==> config.mk <==
export PLATFORM = sky130hd
export DESIGN_NAME = fifo_ptr_gen
export DESIGN_NICKNAME = d
export VERILOG_FILES = /design/src/rtl/fifo_ptr_pkg.sv /design/src/rtl/gray_to_bin.sv /design/src/rtl/fifo_ptr_gen.sv
export SDC_FILE = /design/constraint.sdc
export NUM_CORES = 1
export LEC_CHECK = 0
export BUFFER_PORTS_ARGS = -buffer_cell sky130_fd_sc_hd__buf_2
export CAP_MARGIN = 20
export CORE_ASPECT_RATIO = 1.25
export CORE_MARGIN = 3
export CORE_UTILIZATION = 40
export DETAILED_ROUTE_END_ITERATION = 16
export GPL_ROUTABILITY_DRIVEN = 0
export HOLD_SLACK_MARGIN = 0.02
export MAX_ROUTING_LAYER = met4
export PLACE_DENSITY = 0.74
export SLEW_MARGIN = 10
export SYNTH_ARGS = -nofsm -noshare
export SYNTH_HDL_FRONTEND = slang
export SYNTH_SLANG_ARGS = --single-unit
==> constraint.sdc <==
create_clock -name clk -period 2.06 [get_ports clk]
set_input_delay 0.206 -clock clk [delete_from_list [all_inputs] [get_ports clk]]
set_output_delay 0.206 -clock clk [all_outputs]
set_load 0.02 [all_outputs]
==> src/rtl/fifo_ptr_pkg.sv <==
// Shared types and Gray-code helpers for the async FIFO pointer generators.
package fifo_ptr_pkg;

  typedef enum logic {
    PTR_WRITE = 1'b0,
    PTR_READ  = 1'b1
  } ptr_mode_t;

  localparam int unsigned PTR_MAXW = 32;

  function automatic logic [PTR_MAXW-1:0] ptr_mask(input int unsigned w);
    if (w >= PTR_MAXW) return '1;
    return (PTR_MAXW'(1) << w) - PTR_MAXW'(1);
  endfunction

  function automatic logic [PTR_MAXW-1:0] bin2gray(input logic [PTR_MAXW-1:0] b,
                                                   input int unsigned w);
    logic [PTR_MAXW-1:0] bm;
    bm = b & ptr_mask(w);
    return bm ^ (bm >> 1);
  endfunction

  // Bits above w are treated as zero, so the prefix XOR starts at bit w-1.
  function automatic logic [PTR_MAXW-1:0] gray2bin(input logic [PTR_MAXW-1:0] g,
                                                   input int unsigned w);
    logic [PTR_MAXW-1:0] gm;
    logic [PTR_MAXW-1:0] b;
    logic acc;
    gm  = g & ptr_mask(w);
    b   = '0;
    acc = 1'b0;
    for (int i = PTR_MAXW - 1; i >= 0; i--) begin
      acc  = acc ^ gm[i];
      b[i] = acc;
    end
    return b;
  endfunction

endpackage

==> src/rtl/gray_to_bin.sv <==
// Combinational Gray-to-binary converter (prefix XOR from the MSB down).
module gray_to_bin #(
  parameter int WIDTH = 6
) (
  input  logic [WIDTH-1:0] gray,
  output logic [WIDTH-1:0] bin
);

  logic acc;

  always_comb begin
    acc = 1'b0;
    bin = '0;
    for (int i = WIDTH - 1; i >= 0; i--) begin
      acc    = acc ^ gray[i];
      bin[i] = acc;
    end
  end

endmodule

==> src/rtl/fifo_ptr_gen.sv <==
// Binary/Gray pointer with registered full (write mode) or empty (read mode) flag.
// Define FIFO_PTR_ALMOST_EN to add the registered almost-full/almost-empty output.
module fifo_ptr_gen
  import fifo_ptr_pkg::*;
#(
  parameter int        ADDR_WIDTH    = 5,
  parameter ptr_mode_t MODE          = PTR_WRITE,
  parameter int        ALMOST_THRESH = 2
) (
  input  logic                  clk,
  input  logic                  rst,
  input  logic                  inc,
  input  logic [ADDR_WIDTH:0]   peer_gray,
  output logic                  accept,
  output logic [ADDR_WIDTH-1:0] addr,
  output logic [ADDR_WIDTH:0]   bin_ptr,
  output logic [ADDR_WIDTH:0]   gray_ptr,
`ifdef FIFO_PTR_ALMOST_EN
  output logic                  almost,
`endif
  output logic                  flag
);

  localparam int PW = ADDR_WIDTH + 1;

  if (ADDR_WIDTH < 2 || ALMOST_THRESH < 0 || ALMOST_THRESH > (1 << ADDR_WIDTH)) begin : g_bad_cfg
    $error("fifo_ptr_gen: unsupported ADDR_WIDTH/ALMOST_THRESH combination");
  end

  logic                adv;
  logic [ADDR_WIDTH:0] bin_next;
  logic [ADDR_WIDTH:0] gray_next;
  logic                flag_next;

  // Full compares against the peer pointer one lap ahead (top two Gray bits flipped).
  always_comb begin
    adv       = inc & ~flag;
    bin_next  = bin_ptr + {{ADDR_WIDTH{1'b0}}, adv};
    gray_next = PW'(bin2gray({{(PTR_MAXW - PW){1'b0}}, bin_next}, PW));
    if (MODE == PTR_WRITE)
      flag_next = (gray_next == {~peer_gray[ADDR_WIDTH:ADDR_WIDTH-1], peer_gray[ADDR_WIDTH-2:0]});
    else
      flag_next = (gray_next == peer_gray);
  end

  assign accept = adv;
  assign addr   = bin_ptr[ADDR_WIDTH-1:0];

  always_ff @(posedge clk) begin
    if (rst) begin
      bin_ptr  <= '0;
      gray_ptr <= '0;
      flag     <= (MODE == PTR_READ);
    end else begin
      bin_ptr  <= bin_next;
      gray_ptr <= gray_next;
      flag     <= flag_next;
    end
  end

`ifdef FIFO_PTR_ALMOST_EN
  logic [ADDR_WIDTH:0] peer_bin;
  logic [ADDR_WIDTH:0] distance;
  logic                almost_next;

  gray_to_bin #(.WIDTH(PW)) u_peer_g2b (
    .gray (peer_gray),
    .bin  (peer_bin)
  );

  // Write mode measures occupancy; read mode measures entries left to pop.
  always_comb begin
    if (MODE == PTR_WRITE) begin
      distance    = bin_next - peer_bin;
      almost_next = (int'(distance) >= ((1 << ADDR_WIDTH) - ALMOST_THRESH));
    end else begin
      distance    = peer_bin - bin_next;
      almost_next = (int'(distance) <= ALMOST_THRESH);
    end
  end

  always_ff @(posedge clk) begin
    if (rst)
      almost <= (MODE == PTR_READ);
    else
      almost <= almost_next;
  end
`endif

endmodule

==> results.sh, run 1 <==
export IMPL_first_iter_violations=4
export IMPL_route_vias_total=475
export IMPL_rsz0062_at_grt="no"
export IMPL_fmax_mhz=519
export IMPL_synthAdderAreaFrac_pct=3.84
export IMPL_clk_path_buf_depth=2
export IMPL_antenna_found_initial=0
export IMPL_cts_sinks=12
export IMPL_syn_inst=60
export IMPL_synth_main_ff_cell="dfxtp_1"
export IMPL_yosys_area_share_simple_pct=18.4
export IMPL_end_kind="flip-flop"
export IMPL_cts_setup_buffers=0
export IMPL_num_fill_cells=134
export IMPL_setup_viol=0
export IMPL_synthesis_area_um2=652
export IMPL_die_h_um=51.1
export IMPL_drc=0
export IMPL_io_buffers=27
export IMPL_hold_buffers=0
export IMPL_grt_pass1_vias=490
export IMPL_path_clk_slew_ns=0.09
export IMPL_worstSetupPathType="flip-flop to flip-flop"
export IMPL_vdd_drop_max_v=0.000311
export IMPL_grt_pass1_wl_mm=1.99
export IMPL_yosysSeqAreaShare_pct=36.9
export IMPL_finClkSkew_ns=0.00663
export IMPL_die_w_um=42.1
export IMPL_track_usage_pct=12.5
export IMPL_utilization_pct=57.2
export IMPL_synth_fp_nets=71
export IMPL_worst_pin_slew_ns=0.448
export IMPL_fin_nets=97
export IMPL_async_flop_share_pct=0
export IMPL_io_pins=28
export IMPL_yosysWarningCount=0
export IMPL_synth_cell_type_count=26
export IMPL_path_max_fanout=3
export IMPL_synth_xor_area_share_pct=24.8
export IMPL_synthTopCellsByArea="dfxtp_1 37%, buf_4 6.9%, xnor2_1 6.7%, xor3_4 4.2%, xor2_1 4.0%"
export IMPL_grt_max_degree=13
export IMPL_num_rows=15
export IMPL_hpwlAfterDp_um=947
export IMPL_cts_resized=0
export IMPL_synth_top_cell_area_share_pct=36.9
export IMPL_antenna_cells=0
export IMPL_htree_levels=1
export IMPL_pwr_density_cell_nw_per_um2=656
export IMPL_area_growth_syn_to_layout_pct=28.4
export IMPL_numCtsBuffers=3
export IMPL_synth_top_cell_by_area="dfxtp_1"
export IMPL_die_area_um2=2150
export IMPL_fp_coreArea_um2=1460
export IMPL_synth_compound_area_share_pct=8.64
export IMPL_drv_slew=0
export IMPL_yosys_register_bits=12
export IMPL_drt_total_wl_mm=1.18
export IMPL_drtPass1Iterations=5
export IMPL_cp_required_ns=2.25
export IMPL_leakage_nw=0.398
export IMPL_fin_crit_sh_pct=93.5
export IMPL_final_layout_size_suffix_gt1_share_pct=50.6
export IMPL_wl_per_cell_um=11.6
export IMPL_overflow=0
export IMPL_synth_top_family_by_area="XOR/XNOR gates"
export IMPL_initial_core_util_pct=44.5
export IMPL_maxCapViolCount=0
export IMPL_setup_tns_ns=0
export IMPL_critical_path_arrival_ns=2.12
export IMPL_avgSynthCellArea_um2=10.9
export IMPL_r2r_slack_ns=0.13
export IMPL_max_slew_margin_pct=70.0
export IMPL_synthMuxAreaShare_pct=0
export IMPL_status="complete, no violations"
export IMPL_ant_nets=0
export IMPL_hp_class="input port to flip-flop"
export IMPL_clockRootBuffer="clkbuf_4"
export IMPL_cts_tree="done"
export IMPL_hold_viol_final=0
export IMPL_vias_per_cell=4.66
export IMPL_layout_min_cycle_time_ns=1.93
export IMPL_insertion_delay_ns=0.27
export IMPL_start_kind="flip-flop"
export IMPL_synth_edff_count=0
## synth_stat cells, types with 2 or more instances
cell / instances
nand3_1: 2
a21oi_1: 2
xnor2_1: 5
ha_1: 2
buf_4: 6
xor2_1: 3
nor2b_1: 4
or3_1: 2
nor2_1: 6
dfxtp_1: 12
## through the flow
step	area (µm²)	hold slack, ns	cells	worst slack (ns)	power, W
3_5_place_dp	791	0.497	98	0.0841	0.000361
6_report	837	0.204	102	0.134	0.000549
4_1_cts	827	0.201	102	0.0660	0.000549
5_1_grt	837	0.212	102	0.0341	0.000575
2_1_floorplan	676	0.278	60	0.0149	0.000335
3_3_place_gp	791	0.492	98	0.126	0.000361
## worst paths after layout
path | cells after the start | endpoint | from
setup / recovery | 7 | flag | flag
hold reg to reg | 2 | bin_ptr[5] | bin_ptr[5]
setup reg to reg | 7 | flag | flag
hold / removal | 3 | flag | peer_gray[5]
## power breakdown
part / internal (W) / switching (W) / total [W]
combinational: 0.0000539 / 0.0000550 / 0.000109
clock: 0.000107 / 0.0000832 / 0.000190
sequential: 0.000242 / 0.00000711 / 0.000249
## flip-flops by register name, summed over array words and instances, names as in the netlist
name,cells
flag,1
bin_ptr,6
gray_ptr,5
## final cells by class
type / count / area, µm² / area share [%]
Multi-Input combinational cell: 41 / 395 / 47.2
Sequential cell: 12 / 241 / 28.8
Timing Repair Buffer: 28 / 143 / 17.0
Clock buffer: 4 / 36.3 / 4.33
Tap cell: 17 / 21.3 / 2.54
## placed cells by master, fill, tap and decap left out, drive strengths merged
cell type,n
a21oi,2
dfxtp,12
xnor2,5
xor2,4
or3,3
buf,28
nand3b,1
nand4,1
nor2b,4
and3,1
nand3,3
a21bo,1
clkbuf,4
a211o,1
nand2,1
xnor3,1
ha,2
nor2,6
a221oi,1
xor3,2
o21ai,1
a21o,1
## routing by layer
layer	global-route usage (%)	wire (µm)	share of wire [%]
met5	-	0	0
met4	6.22	6	0.51
met3	3.52	81	6.9
met2	20.6	567	48
met1	13.8	523	44
## worst max-delay path: stages, from the launching register on
cell and delay [ns]:
dfxtp_2 0.34, nor2b_4 0.13, ha_4 0.16, ha_4 0.15
and3_4 0.21, xnor3_2 0.26, or3_1 0.37, a221oi_2 0.23
## cell families after synthesis
family | Yosys count
xor gates and xnor gates | 12
adders and majority gates | 2
and+or+nand+nor | 20
buffers and inverters | 7
AOI/OAI and AO/OA | 7
DFF | 12
No activity file was read; power rests on OpenSTA's default activity.
==> run 2, diff against run 1 <==
- CELL_PAD_IN_SITES_DETAIL_PLACEMENT: default -> 0
- CELL_PAD_IN_SITES_GLOBAL_PLACEMENT: default -> 1
- CORE_UTILIZATION: 40 -> 30
- GPL_TIMING_DRIVEN: default -> 1
==> results.sh, run 2 (synthesis results as in run 1) <==
export IMPL_drc=0
export IMPL_ant_nets=0
export IMPL_fin_crit_sh_pct=95.2
export IMPL_die_area_um2=2770
export IMPL_gr_usage_met2_pct=18.1
export IMPL_crit_cells=7
export IMPL_worst_path_largest_cell_delay_ns=0.34
export IMPL_cts_resized=0
export IMPL_fp_coreArea_um2=2030
export IMPL_antenna_cells=0
export IMPL_cts_setup_buffers=0
export IMPL_io_buffers=27
export IMPL_grtUsageMet3_pct=1.86
export IMPL_status="complete, no violations"
export IMPL_area_growth_syn_to_layout_pct=27.4
export IMPL_die_w_um=47.7
export IMPL_largest_reg_flops=6
export IMPL_finClkSkew_ns=0.00379
export IMPL_die_h_um=58.1
export IMPL_r2r_slack_ns=0.1
export IMPL_leakage_nw=0.397
export IMPL_cts_tree="done"
export IMPL_multi_input_area_um2=385
export IMPL_fin_nets=97
export IMPL_layout_common_cells="27 x buf_2, 11 x dfxtp_1, 6 x nor2_1, 5 x xnor2_1"
export IMPL_drv_slew=0
export IMPL_htree_levels=1
export IMPL_grt_pass1_wl_mm=1.97
export IMPL_worstSetupPathType="flip-flop to flip-flop"
export IMPL_num_fill_cells=202
export IMPL_hp_class="input port to flip-flop"
export IMPL_drt_total_wl_mm=1.30
export IMPL_ff2ff_path_depth=7
export IMPL_drtPass1Iterations=4
export IMPL_biggestRegsByFlops="bin_ptr (6), gray_ptr (5), flag (1)"
export IMPL_path_max_fanout=3
export IMPL_setup_viol=0
export IMPL_hpwlAfterDp_mm=1.04
export IMPL_worstHoldPathCells=3
export IMPL_io_pins=28
export IMPL_crit_buf_inv=0
export IMPL_vias_per_cell=4.83
export IMPL_grt_pass1_vias=487
export IMPL_overflow=0
export IMPL_num_rows=18
export IMPL_worstPathCellList="nor2b_4 > ha_4 > ha_2 > and3_4 > xor3_4 > a211o_1 > a221oi_2"
export IMPL_clk_path_buf_depth=2
export IMPL_track_usage_pct=10.8
export IMPL_fin_cells=105
export IMPL_crit_family="compound AO/OA/AOI/OAI gates"
export IMPL_insertion_delay_ns=0.27
export IMPL_r2r_end="flag"
export IMPL_cts_sinks=12
export IMPL_cp_endpoint="flag"
export IMPL_antenna_found_initial=0
export IMPL_r2r_start="flag"
export IMPL_met1_usage_pct=9.64
export IMPL_regMostFlops="bin_ptr"
export IMPL_rsz0062_at_grt="no"
export IMPL_grt_max_degree=13
export IMPL_layout_commonest_cell="buf_2"
export IMPL_first_iter_violations=5
export IMPL_final_layout_size_suffix_gt1_share_pct=50.6
export IMPL_end_kind="flip-flop"
export IMPL_initial_core_util_pct=32.2
export IMPL_path_clk_slew_ns=0.08
export IMPL_setup_tns_ns=0
export IMPL_crit_start="flag"
export IMPL_fmax_mhz=510
export IMPL_seq_area_um2=241
export IMPL_maxCapViolCount=0
export IMPL_route_vias_total=507
export IMPL_dpl_cell_count=101
export IMPL_hold_buffers=0
export IMPL_worst_pin_slew_ns=0.409
export IMPL_max_slew_margin_pct=72.5
export IMPL_numCtsBuffers=3
export IMPL_layout_min_cycle_time_ns=1.96
export IMPL_clockRootBuffer="clkbuf_4"
export IMPL_hold_viol_final=0
export IMPL_critical_path_arrival_ns=2.15
export IMPL_start_kind="flip-flop"
export IMPL_slowest_stage="dfxtp_2"
export IMPL_cp_required_ns=2.25
export IMPL_vdd_drop_max_v=0.000345
export IMPL_pwr_density_cell_nw_per_um2=655
export IMPL_wl_per_cell_um=12.4
export IMPL_top_usage_layer="met2"
## run 2: cell counts in the layout (fill, tap and decap cells not counted)
Identical to the previous run, type by type.
## run 2: report_power, final
group	internal [W]	total (W)	leakage (nW)	switching (W)
sequential	0.000242	0.000249	0.0980	0.00000692
clock	0.000107	0.000187	0.0210	0.0000800
combinational	0.0000509	0.000107	0.278	0.0000562
total	0.000401	0.000544	0.397	0.000143
## run 2: through the flow
step / util, % / hold slack [ns] / total power (W) / cell area, µm² / setup WS (ns)
detailed placement: 39.2 / 0.498 / 0.000364 / 795 / 0.0899
floorplan: - / 0.278 / 0.000335 / 676 / 0.0149
finish: 41.0 / 0.206 / 0.000544 / 831 / 0.0995
global route: 41.0 / 0.213 / 0.000573 / 831 / 0.00552
CTS: 41.0 / 0.203 / 0.000553 / 831 / 0.0735
global placement: 39.2 / 0.492 / 0.000361 / 795 / 0.113
## run 2: area by class of cell
| cell class | instances | area share [%] |
|---|---|---|
| repair buffers | 28 | 17.2 |
| clock buffers | 4 | 4.37 |
| multi-input cells | 41 | 46.4 |
| flip-flops and latches | 12 | 29.1 |
| well taps | 20 | 3.01 |
## run 2: worst register-to-register path, cell delays in order, from the launching register on
cell,delay [ns]
dfxtp_2,0.34
nor2b_4,0.12
ha_4,0.14
ha_2,0.22
and3_4,0.22
xor3_4,0.33
a211o_1,0.29
a221oi_2,0.22
## run 2: worst min-delay path by stage
stage | slack (ns) | endpoint | startpoint
CTS | 0.20 | flag | peer_gray[5]
global route | 0.21 | flag | peer_gray[5]
global placement | 0.49 | flag | peer_gray[5]
detailed placement | 0.50 | flag | peer_gray[5]
floorplan | 0.28 | bin_ptr[0] | rst
finish | 0.21 | flag | peer_gray[5]
## run 2: layer usage
| metal | up-vias | wire length, µm |
|---|---|---|
| met5 | - | 0 |
| met4 | 0 | 44 |
| met3 | 4 | 63 |
| met2 | 15 | 719 |
| met1 | 238 | 471 |
| li1 | 250 | - |
==> run 3, diff against run 2 <==
- CORE_ASPECT_RATIO: 1.25 -> default
==> results.sh, run 3 (synthesis results as in run 1) <==
export IMPL_die_w_um=52.6
export IMPL_io_buffers=27
export IMPL_pwr_density_cell_nw_per_um2=596
export IMPL_largest_reg_flops=6
export IMPL_rsz0062_at_grt="no"
export IMPL_fp_coreArea_um2=2000
export IMPL_path_max_fanout=3
export IMPL_track_usage_pct=9.10
export IMPL_antenna_found_initial=0
export IMPL_clockRootBuffer="clkbuf_4"
export IMPL_drtPass1Iterations=2
export IMPL_hp_class="input port to flip-flop"
export IMPL_layout_commonest_cell="buf_2"
export IMPL_cp_required_ns=2.23
export IMPL_io_pins=28
export IMPL_worst_pin_slew_ns=0.433
export IMPL_biggestRegsByFlops="bin_ptr (6), gray_ptr (5), flag (1)"
export IMPL_die_h_um=52.6
export IMPL_max_slew_margin_pct=71.0
export IMPL_final_layout_size_suffix_gt1_share_pct=50.0
export IMPL_num_rows=16
export IMPL_regMostFlops="bin_ptr"
export IMPL_start_kind="flip-flop"
export IMPL_clk_path_buf_depth=2
export IMPL_area_growth_syn_to_layout_pct=26.7
export IMPL_drt_total_wl_mm=1.18
export IMPL_vias_per_cell=4.32
export IMPL_antenna_cells=0
export IMPL_critical_path_arrival_ns=2.14
export IMPL_layout_common_cells="27 x buf_2, 11 x dfxtp_1, 6 x nor2_1, 5 x xnor2_1"
export IMPL_fin_nets=97
export IMPL_fmax_mhz=510
export IMPL_numCtsBuffers=3
export IMPL_hold_buffers=0
export IMPL_wl_per_cell_um=10.6
export IMPL_die_area_um2=2770
export IMPL_htree_levels=1
export IMPL_cts_resized=0
export IMPL_end_kind="flip-flop"
export IMPL_hold_viol_final=0
export IMPL_hold_ws_ns=0.222
export IMPL_overflow=0
export IMPL_drv_slew=0
export IMPL_cts_setup_buffers=0
export IMPL_cts_tree="done"
export IMPL_setup_viol=0
export IMPL_first_iter_violations=7
export IMPL_route_vias_total=480
export IMPL_cts_sinks=12
export IMPL_initial_core_util_pct=32.6
export IMPL_grt_pass1_wl_mm=1.81
export IMPL_grt_max_degree=13
export IMPL_leakage_nw=0.390
export IMPL_status="complete, no violations"
export IMPL_setup_tns_ns=0
export IMPL_ant_nets=0
export IMPL_hpwlAfterDp_um=945
export IMPL_fin_crit_sh_pct=95.3
export IMPL_layout_min_cycle_time_ns=1.96
export IMPL_grt_pass1_vias=417
export IMPL_place_ws_ns=0.101
export IMPL_drc=0
export IMPL_path_clk_slew_ns=0.07
export IMPL_insertion_delay_ns=0.26
export IMPL_num_fill_cells=228
export IMPL_layout_setup_ws_ns=0.0973
export IMPL_finClkSkew_ns=0.000987
export IMPL_maxCapViolCount=0
export IMPL_vdd_drop_max_v=0.000237
export IMPL_worstSetupPathType="flip-flop to flip-flop"
-- run 3: cell count changes in the layout (fill, tap and decap cells not counted), sizes merged --
cell,previous run,this run
clkbuf,4,3
-- run 3: metrics by stage --
stage | total power [W] | std cells | util, % | cell area (µm²)
global placement | 0.000361 | 108 | 40.1 | 803
CTS | 0.000498 | 111 | 41.3 | 826
floorplan | 0.000335 | 60 | - | 676
finish | 0.000492 | 111 | 41.3 | 826
detailed placement | 0.000362 | 108 | 40.1 | 803
global route | 0.000518 | 111 | 41.3 | 826
-- run 3: cell type report --
class | instances | area [µm²] | area share (%)
multi-input cells | 41 | 385 | 46.7
well taps | 27 | 33.8 | 4.09
repair buffers | 28 | 143 | 17.3
flip-flops and latches | 12 | 241 | 29.2
clock buffers | 3 | 22.5 | 2.73
-- run 3: power by group --
group          internal [W]  switching (W)  total, W
registers          0.000242     0.00000662  0.000249
logic             0.0000510      0.0000550  0.000106
clock network     0.0000673      0.0000700  0.000137
-- run 3: worst paths after layout --
path,start,to,slack [ns],cells past startpoint
max reg2reg,flag,flag,0.1,7
max,flag,flag,0.1,7
min reg2reg,bin_ptr[5],bin_ptr[5],0.63,2
min,peer_gray[5],flag,0.22,3
-- run 3: worst max-delay path, stage by stage (launching register included) --
cell      delay (ns)
dfxtp_2         0.34
nor2b_4         0.13
ha_4            0.14
ha_2            0.21
and3_4          0.21
xnor3_2         0.25
or3_1           0.37
a221oi_2        0.22
-- run 3: layer usage --
layer | GRT usage, % | vias up | part of all wire [%]
li1 | - | 251 | -
met1 | 11.9 | 211 | 50
met2 | 13.6 | 16 | 43
met3 | 0.855 | 2 | 5.3
met4 | 5.11 | 0 | 1.4
met5 | - | - | 0
